$ cat config.mk
export PLATFORM = sky130hd
export DESIGN_NAME = systolic_drain
export DESIGN_NICKNAME = d
export VERILOG_FILES = /design/src/rtl/systolic_drain.sv
export SDC_FILE = /design/constraint.sdc
export NUM_CORES = 1
export LEC_CHECK = 0
export BUFFER_PORTS_ARGS = -buffer_cell sky130_fd_sc_hd__buf_2
export CELL_PAD_IN_SITES_DETAIL_PLACEMENT = 1
export CELL_PAD_IN_SITES_GLOBAL_PLACEMENT = 2
export CORE_MARGIN = 1
export CORE_UTILIZATION = 43
export CTS_BUF_LIST = sky130_fd_sc_hd__clkbuf_8
export CTS_CLUSTER_DIAMETER = 50
export CTS_CLUSTER_SIZE = 14
export DETAILED_ROUTE_END_ITERATION = 6
export PLACE_DENSITY = 0.88
export SYNTH_ARGS = -nofsm -noshare
export SYNTH_HDL_FRONTEND = slang
export SYNTH_SLANG_ARGS = --single-unit
$ cat constraint.sdc
create_clock -name clk -period 2.2 [get_ports clk]
set_clock_uncertainty 0.05 [all_clocks]
set_input_delay 0.66 -clock clk [delete_from_list [all_inputs] [get_ports clk]]
set_output_delay 0.66 -clock clk [all_outputs]
set_load 0.005 [all_outputs]
$ cat src/rtl/systolic_drain.sv
// Systolic array drain: deskews the bottom-row partial sums, applies optional ReLU,
// buffers aligned vectors in a small FIFO and serializes them one element per cycle.
module systolic_drain #(
  parameter int BitSize   = 8,
  parameter int Columns   = 4,
  parameter int FifoDepth = 4,
  parameter int Relu      = 1
) (
  input  logic                            clk,
  input  logic                            res_n,
  input  logic [Columns-1:0]              in_valid,
  input  logic [Columns-1:0][BitSize-1:0] in_partial_sum,
  input  logic                            out_ready,
  output logic                            out_valid,
  output logic [BitSize-1:0]              out_data,
  output logic [$clog2(Columns)-1:0]      out_col,
  output logic                            out_last,
  output logic [$clog2(FifoDepth):0]      fifo_count,
  output logic                            overflow,
  output logic                            skew_err
);

  localparam int ColW = $clog2(Columns);
  localparam int PtrW = $clog2(FifoDepth);
  localparam int CntW = PtrW + 1;
  localparam logic [ColW-1:0] LastCol   = ColW'(Columns - 1);
  localparam logic [CntW-1:0] FullCount = CntW'(FifoDepth);

  typedef logic [Columns-1:0][BitSize-1:0] vec_t;
  typedef enum logic {IDLE, SEND} state_t;

  logic [Columns-1:0] al_valid;
  vec_t               al_data;
  vec_t               relu_data;

  // Column c arrives c cycles after column 0, so it is delayed by Columns-1-c stages.
  for (genvar c = 0; c < Columns; c++) begin : g_col
    localparam int Depth = Columns - 1 - c;
    if (Depth == 0) begin : g_pass
      assign al_valid[c] = in_valid[c];
      assign al_data[c]  = in_partial_sum[c];
    end else begin : g_dly
      logic [Depth-1:0]              v_q;
      logic [Depth-1:0][BitSize-1:0] d_q;

      always_ff @(posedge clk or negedge res_n) begin
        if (!res_n) begin
          v_q <= '0;
          d_q <= '0;
        end else begin
          v_q[0] <= in_valid[c];
          d_q[0] <= in_partial_sum[c];
          for (int s = 1; s < Depth; s++) begin
            v_q[s] <= v_q[s-1];
            d_q[s] <= d_q[s-1];
          end
        end
      end

      assign al_valid[c] = v_q[Depth-1];
      assign al_data[c]  = d_q[Depth-1];
    end
  end

  always_comb begin
    relu_data = al_data;
    if (Relu != 0) begin
      for (int c = 0; c < Columns; c++) begin
        if (al_data[c][BitSize-1]) relu_data[c] = '0;
      end
    end
  end

  vec_t            mem [FifoDepth];
  logic [PtrW-1:0] wr_ptr;
  logic [PtrW-1:0] rd_ptr;
  state_t          state;
  vec_t            shift_q;
  vec_t            head;
  logic            push_req;
  logic            pop;
  logic            can_push;
  logic            push;
  logic [ColW-1:0] next_col;

  assign head     = mem[rd_ptr];
  assign push_req = al_valid[0];
  assign pop      = (fifo_count != '0) &&
                    ((state == IDLE) || ((state == SEND) && out_ready && out_last));
  // A full FIFO still accepts a vector when the serializer frees a slot on the same edge.
  assign can_push = (fifo_count < FullCount) || pop;
  assign push     = push_req && can_push;
  assign next_col = out_col + 1'b1;

  always_ff @(posedge clk) begin
    if (push) mem[wr_ptr] <= relu_data;
  end

  always_ff @(posedge clk or negedge res_n) begin
    if (!res_n) begin
      wr_ptr     <= '0;
      rd_ptr     <= '0;
      fifo_count <= '0;
      overflow   <= 1'b0;
      skew_err   <= 1'b0;
    end else begin
      if (push) wr_ptr <= wr_ptr + 1'b1;
      if (pop)  rd_ptr <= rd_ptr + 1'b1;
      if (push && !pop)      fifo_count <= fifo_count + 1'b1;
      else if (pop && !push) fifo_count <= fifo_count - 1'b1;
      if (push_req && !can_push) overflow <= 1'b1;
      if ((al_valid != '0) && (al_valid != '1)) skew_err <= 1'b1;
    end
  end

  // Serializer: shift_q[0] always holds the element currently presented on out_data.
  always_ff @(posedge clk or negedge res_n) begin
    if (!res_n) begin
      state     <= IDLE;
      shift_q   <= '0;
      out_valid <= 1'b0;
      out_data  <= '0;
      out_col   <= '0;
      out_last  <= 1'b0;
    end else begin
      case (state)
        IDLE: begin
          if (pop) begin
            state     <= SEND;
            shift_q   <= head;
            out_valid <= 1'b1;
            out_data  <= head[0];
            out_col   <= '0;
            out_last  <= 1'b0;
          end
        end
        SEND: begin
          if (out_ready) begin
            if (!out_last) begin
              shift_q  <= shift_q >> BitSize;
              out_data <= shift_q[1];
              out_col  <= next_col;
              out_last <= (next_col == LastCol);
            end else if (pop) begin
              shift_q   <= head;
              out_data  <= head[0];
              out_col   <= '0;
              out_last  <= 1'b0;
            end else begin
              state     <= IDLE;
              out_valid <= 1'b0;
              out_last  <= 1'b0;
            end
          end
        end
        default: state <= IDLE;
      endcase
    end
  end

endmodule

==> impl_metrics.tcl, run 1 <==
set metrics [dict create \
    synth_nets 480 \
    critPathMaxStageDelay_ns 0.71 \
    final.min_clock_period_ns 2.03 \
    cp-start-kind "flip-flop" \
    core_area_um2 18000 \
    cts_made_buffers 24 \
    rsz0062_at_grt "no" \
    path_class "flip-flop to flip-flop" \
    wl_per_cell_um 20.2 \
    grt_first_pass_wirelength_um 24400 \
    worstPathRequired_ns 2.29 \
    vias 4019 \
    cts.clk_slew.worst_paths_ns 0.08 \
    syn_area_um2 7880 \
    hold_viol_final 0 \
    cp_max_fo 28 \
    die_x_um 137 \
    powerDensity_nw_per_um2 1190 \
    worst_ep_arrival_time_ns 2.12 \
    final_net_count 556 \
    grt_pass1_vias 4468 \
    finalInstanceArea_um2 9030 \
    grt_use_total_pct 17.2 \
    ys_seq_elements 212 \
    outcome "finished, final reports clean" \
    post-dp-hpwl_um 9800 \
    regToRegSetupSlack_ns 0.17 \
    area_growth_pct 14.7 \
    routabilityCongestion 0.744 \
    placed_cells 712 \
    avgSynthCellArea_um2 18.2 \
    worst_pin_slew_ns 0.850 \
    start_util_pct 43.9 \
    dpl_cell_area_um2 8510 \
    met2_usage_pct 30.1 \
    synth_warnings 0 \
    dieArea_um2 18900 \
    synth_largest_area_cell "edfxtp_1" \
    grtUsageMet3_pct 2.50 \
    p_total_mw 10.8 \
    synth.distinct_cells 40 \
    pin_count 56 \
    setup_viol 0 \
    root_buffer "clkbuf_8" \
    drv_cap 0 \
    viasPerCell 5.32 \
    path_buf_inv 1 \
    n_antenna_cell 0 \
    maxSlewHeadroom_pct 43.3 \
    dr.first_iter.drc_count 203 \
    postCtsSetupRepairBufs 0 \
    worstPathCellList "a21boi_4 > a21boi_2 > buf_4 > and2_2" \
    use_met1_pct 22.1 \
    fin_crit_sh_pct 92.1 \
    die_y_um 137 \
    end_kind "flip-flop" \
    seq_area_frac_synth_pct 74.4 \
    clk_latency_ns 0.53 \
    grt.busiest_layer "met2" \
    slew_viol_final 0 \
    leakagePower_nw 3.47 \
    io_buffer_count 55 \
    fin_hold_ws_ns 0.182 \
    clkSinkCount 212 \
    cp_top_family "simple AND/OR/NAND/NOR gates" \
    antenna_left 0 \
    finalNonFillerCells 756 \
    drc 0 \
    cts_tree "done" \
    wirelength_um 15300 \
    slowest_stage "and2_2" \
    max_freq_mhz 493 \
    netlist.area_leader.share_pct 42.7 \
    hold_class "primary input to flip-flop" \
    setup-tns-final_ns 0 \
    num_rows 49 \
    layout-drive-gt1-share_pct 29.2 \
    synthTopCellsByArea "edfxtp_1, dfrtp_1, mux4_2, nor2b_1, a221o_1" \
    clockBufferDepth 3 \
    antenna_found_initial 0 \
    syn_inst 434 \
    grt_max_degree 59 \
    vdd_drop_max_uv 767 \
    htree_levels 1 \
    first_pass_iters 4 \
    gr-total-overflow 0 \
]
==> kinds of logic after synthesis <==
family	Yosys count	share of synthesized area (%)
adder cells (fa/ha/maj)	7	1.21
AO/OA/AOI/OAI	63	6.43
flip-flops	212	74.4
buffers and inverters	32	1.87
AND/OR/NAND/NOR	83	6.97
multiplexers	30	8.29
XOR/XNOR	7	0.778
==> report_power, final <==
part | internal (mW) | total, mW | switching, mW
Combinational | 1.27 | 2.62 | 1.35
Clock | 1.35 | 2.82 | 1.46
Sequential | 4.92 | 5.32 | 0.403
==> final timing paths <==
path,endpoint,cells past startpoint,startpoint
max in group asynchronous,shift_q[22],3,res_n
min reg2reg,g_col[0].g_dly.d_q[12],0,g_col[0].g_dly.d_q[4]
max,mem[1][9],4,state
min,g_col[0].g_dly.v_q[0],1,in_valid[0]
max reg2reg,mem[1][9],4,state
min in group asynchronous,shift_q[12],2,res_n
==> synth_stat cells, drive strengths merged <==
master and count:
edfxtp 112, dfrtp 100, nor2b 30, mux4 28
a21boi 16, nand2b 16, nand3b 15, a221o 14
buf 12, inv 12, a21oi 10, a22o 9
clkbuf 8, o32ai 7, ha 6, and2 5
nand2 5, nor2 5, o21ai 5, xnor2 4
xor2 3, and3b 2, mux2 2, a21o 1
a31o 1, fa 1, nand4 1, nor3 1
nor3b 1, or3 1, or4 1
==> timing repair <==
action	4_1_cts	5_1_grt
endpoints found under the hold margin	15	0
hold buffers	1	0
resized for setup	0	0
==> cell type report <==
class                   instances  area, um2
fillers                      1697       8930
flip-flops and latches        212       5870
multi-input cells             190       1890
repair buffers                 70        430
clock buffers                  25        344
well taps                     229        287
clock inverters                18        171
inverters                      12       45.0
==> state kept, by name (all words and copies together), names as in the netlist <==
signal	flops
mem	112
g_col.g_dly.d_q	32
shift_q	24
al_data	16
out_data	8
g_col.g_dly.v_q	6
fifo_count	3
out_col	2
rd_ptr	2
wr_ptr	2
out_last	1
out_valid	1
overflow	1
skew_err	1
state	1
==> placed cells by master, fill, tap and decap left out, drive strengths merged, types with 2 or more instances in the layout <==
cell / n
a21boi: 16
a21oi: 10
a221o: 14
a22o: 9
and2: 5
and3b: 2
buf: 69
bufinv: 2
clkbuf: 25
clkinv: 6
clkinvlp: 3
dfrtp: 100
edfxtp: 112
ha: 6
inv: 19
mux2: 2
mux4: 28
nand2: 5
nand2b: 16
nand3b: 15
nor2: 5
nor2b: 30
o21ai: 5
o32ai: 7
xnor2: 4
xor2: 3
==> per-layer routing <==
metal / share of wire (%) / vias up
met5: 0 / -
met4: 2.7 / 0
met3: 3.5 / 32
met2: 51 / 86
met1: 43 / 2112
li1: - / 1789
==> metrics by stage <==
stage	utilization, %	setup WS (ns)
after global routing	50.3	0.0443
final	50.3	0.173
after global placement	47.4	-0.0831
after detailed placement	47.4	-0.175
after CTS	50.3	0.136
after floorplan	-	-0.147
(Power assumes the default switching activity.)
==> run 2: changes to the inputs <==
ABC_AREA = 1   (was default)
CORE_UTILIZATION = 38   (was 43)
GPL_ROUTABILITY_DRIVEN = 0   (was default)
PLACE_DENSITY = 0.87   (was 0.88)
RECOVER_POWER = 50   (was default)
==> run 2 against run 1 <==
Against the previous run:
- global-route usage decreased by 0.51 points
- non-clock buffer count increased by 9
- cell area increased by 2.0%
- power increased by 2.1%
- synthesized cell count increased by 60%
- highest routed layer unchanged
- critical path type unchanged
- synthesized area rose by 2.1%
==> impl_metrics.tcl, run 2 <==
set metrics [dict create \
    leakagePower_nw 4.03 \
    grt_use_total_pct 16.7 \
    hold_class "primary input to flip-flop" \
    ys.flop_type "edfxtp_1" \
    crit_start "fifo_count[1]" \
    wirelength_um 17300 \
    worst_ep_arrival_time_ns 2.42 \
    slowest_stage "dfrtp_1" \
    largest_register_ffs 112 \
    outcome "finished, final reports clean" \
    dieArea_um2 21700 \
    synthMostInstantiatedCell "nand2_1" \
    synth_largest_area_cell "edfxtp_1" \
    avgSynthCellArea_um2 11.6 \
    grt_max_degree 58 \
    clk_latency_ns 0.53 \
    worstPathRequired_ns 2.60 \
    maxSlewHeadroom_pct 51.3 \
    netlist.area_leader.share_pct 41.8 \
    max_freq_mhz 496 \
    synth_warnings 0 \
    placed_cells 1015 \
    final.min_clock_period_ns 2.02 \
    fin_crit_sh_pct 91.7 \
    die_y_um 147 \
    synth_edf_count 112 \
    hold_viol_final 0 \
    cp_top_family "simple AND/OR/NAND/NOR gates" \
    vdd_drop_max_uv 472 \
    grt_first_pass_wirelength_um 28500 \
    pre_cts_slack_ns -0.150 \
    worstPathCellList "inv_1 > nand2_1 > nand2_2 > nand2_1 > nand2_2 > inv_1 > ha_1 > inv_1 > fa_1 > nor2_1 > nor2_1 > nand2_1 > xor2_1" \
    io_buffer_count 55 \
    grt_pass1_vias 5594 \
    cts_tree "done" \
    slew_viol_final 0 \
    ff_latch_area_um2 5870 \
    cp_max_fo 3 \
    final_net_count 817 \
    drc 0 \
    wl_per_cell_um 16.4 \
    htree_levels 1 \
    setup_viol 0 \
    fillers 2219 \
    largest-register "mem" \
    powerDensity_nw_per_um2 1190 \
    clockBufferDepth 3 \
    worst_pin_slew_ns 0.730 \
    layout-drive-gt1-share_pct 16.8 \
    cts_made_buffers 22 \
    antenna_left 0 \
    synthTopCellsByCount "nand2_1, edfxtp_1, dfrtp_1" \
    setup_slack_ns 0.183 \
    r2r_start "fifo_count[1]" \
    clkSinkCount 212 \
    n_antenna_cell 0 \
    cp-start-kind "flip-flop" \
    layout_top_registers "mem x112, g_col.g_dly.d_q x32, shift_q x24" \
    root_buffer "clkbuf_8" \
    rsz0062_at_grt "no" \
    cts.clk_slew.worst_paths_ns 0.09 \
    viasPerCell 4.84 \
    gr-total-overflow 0 \
    synthArstFlopShare_pct 47.2 \
    path_class "flip-flop to flip-flop" \
    area_growth_pct 14.5 \
    syn_area_um2 8040 \
    seq_area_frac_synth_pct 72.9 \
    path_buf_inv 3 \
    dr.first_iter.drc_count 294 \
    synth_nets 739 \
    hold_start "in_partial_sum[14]" \
    critPathMaxStageDelay_ns 0.39 \
    die_x_um 147 \
    synth.distinct_cells 30 \
    layout_common_cells "nand2_1, edfxtp_1, dfrtp_1" \
    drv_cap 0 \
    vias 5111 \
    first_pass_iters 4 \
    ys_seq_elements 212 \
    start_util_pct 39.2 \
    num_rows 52 \
    antenna_found_initial 0 \
    layout_commonest_cell "nand2_1" \
    syn_inst 693 \
    post-dp-hpwl_um 10900 \
    pin_count 56 \
    finalNonFillerCells 1056 \
    core_area_um2 20500 \
    synthTopCellsByArea "edfxtp_1, dfrtp_1, nand2_1, nand3_1, nor2_1" \
    end_kind "flip-flop" \
    multiInputGateArea_um2 1850 \
]
## run 2: cell types whose count changed after synthesis, sizes merged, moves of 7 or more
cell	previous run	this run
a22o	9	0
a221o	14	0
nand3	0	94
nand2b	16	0
mux4	28	0
nor2	5	53
nand3b	15	1
nand2	5	233
o32ai	7	0
inv	12	45
a21boi	16	0
nor2b	30	0
## run 2: power breakdown
group	total (mW)	internal [mW]	leakage [nW]	switching, mW
Clock	2.62	1.24	0.250	1.38
Combinational	3.05	1.05	1.54	2.00
Sequential	5.30	4.92	2.23	0.381
## run 2: area by class of cell
class,count,area share (%)
Sequential cell,212,63.7
Multi-Input combinational cell,411,20.1
Timing Repair Buffer,79,5.73
Tap cell,270,3.67
Clock buffer,23,3.44
Inverter,45,1.83
Clock inverter,16,1.53
## run 2: cell families (layout without fill, tap and decap cells)
group                      count (synthesis)  in the layout  share of synthesized area [%]
DFF                                      212            212                           72.9
xor gates and xnor gates                   2              2                          0.218
AOI/OAI and AO/OA                         19             19                           1.35
and+or+nand+nor                          383            383                           20.1
adders and majority gates                  7              7                           1.18
buffers and inverters                     70            163                           4.17
## run 2: metal layers
layer  GRT usage (%)  up-vias  share of wire (%)
met4            5.10        0                2.7
met1            20.6     2546                 42
met3            2.65       37                4.2
met5               0        -                  0
met2            30.1      102                 51
li1                -     2426                  -
## run 2: worst reg2reg max path, cell delays in order, from the launching register on
cell and delay (ns):
dfrtp_1 0.39, inv_1 0.08, nand2_1 0.12, nand2_2 0.08
nand2_1 0.10, nand2_2 0.06, inv_1 0.06, ha_1 0.15
inv_1 0.07, fa_1 0.38, nor2_1 0.12, nor2_1 0.05
nand2_1 0.08, xor2_1 0.15
## run 2: path summary, 6_finish.rpt
| check | to | depth (start not counted) | slack (ns) |
|---|---|---|---|
| max | fifo_count[2] | 13 | 0.18 |
| min | g_col[1].g_dly.d_q[6] | 1 | 0.18 |
| max reg2reg | fifo_count[2] | 13 | 0.18 |
| min reg2reg | al_data[8] | 0 | 0.29 |
| max in group asynchronous | state | 3 | 0.48 |
| min in group asynchronous | al_data[8] | 2 | 0.51 |
## run 2: through the flow
| step | hold WS (ns) | cell area [um2] | setup TNS, ns | utilization, % | power (mW) |
|---|---|---|---|---|---|
| global placement | 0.282 | 8750 | -0.0285 | 42.7 | 8.24 |
| CTS | 0.147 | 9220 | 0 | 45.0 | 11.1 |
| floorplan | 0.281 | 8050 | -13.24 | - | 7.27 |
| detailed placement | 0.286 | 8750 | -0.177 | 42.7 | 8.48 |
| global route | 0.153 | 9210 | 0 | 44.9 | 11.7 |
| finish | 0.183 | 9210 | 0 | 44.9 | 11.0 |
## run 2: what timing repair did
action,4_1_cts,5_1_grt
setup buffers,0,1
hold buffers,1,0
gates resized for setup,0,2
hold endpoints to repair,20,0
endpoints found under the setup margin,0,1
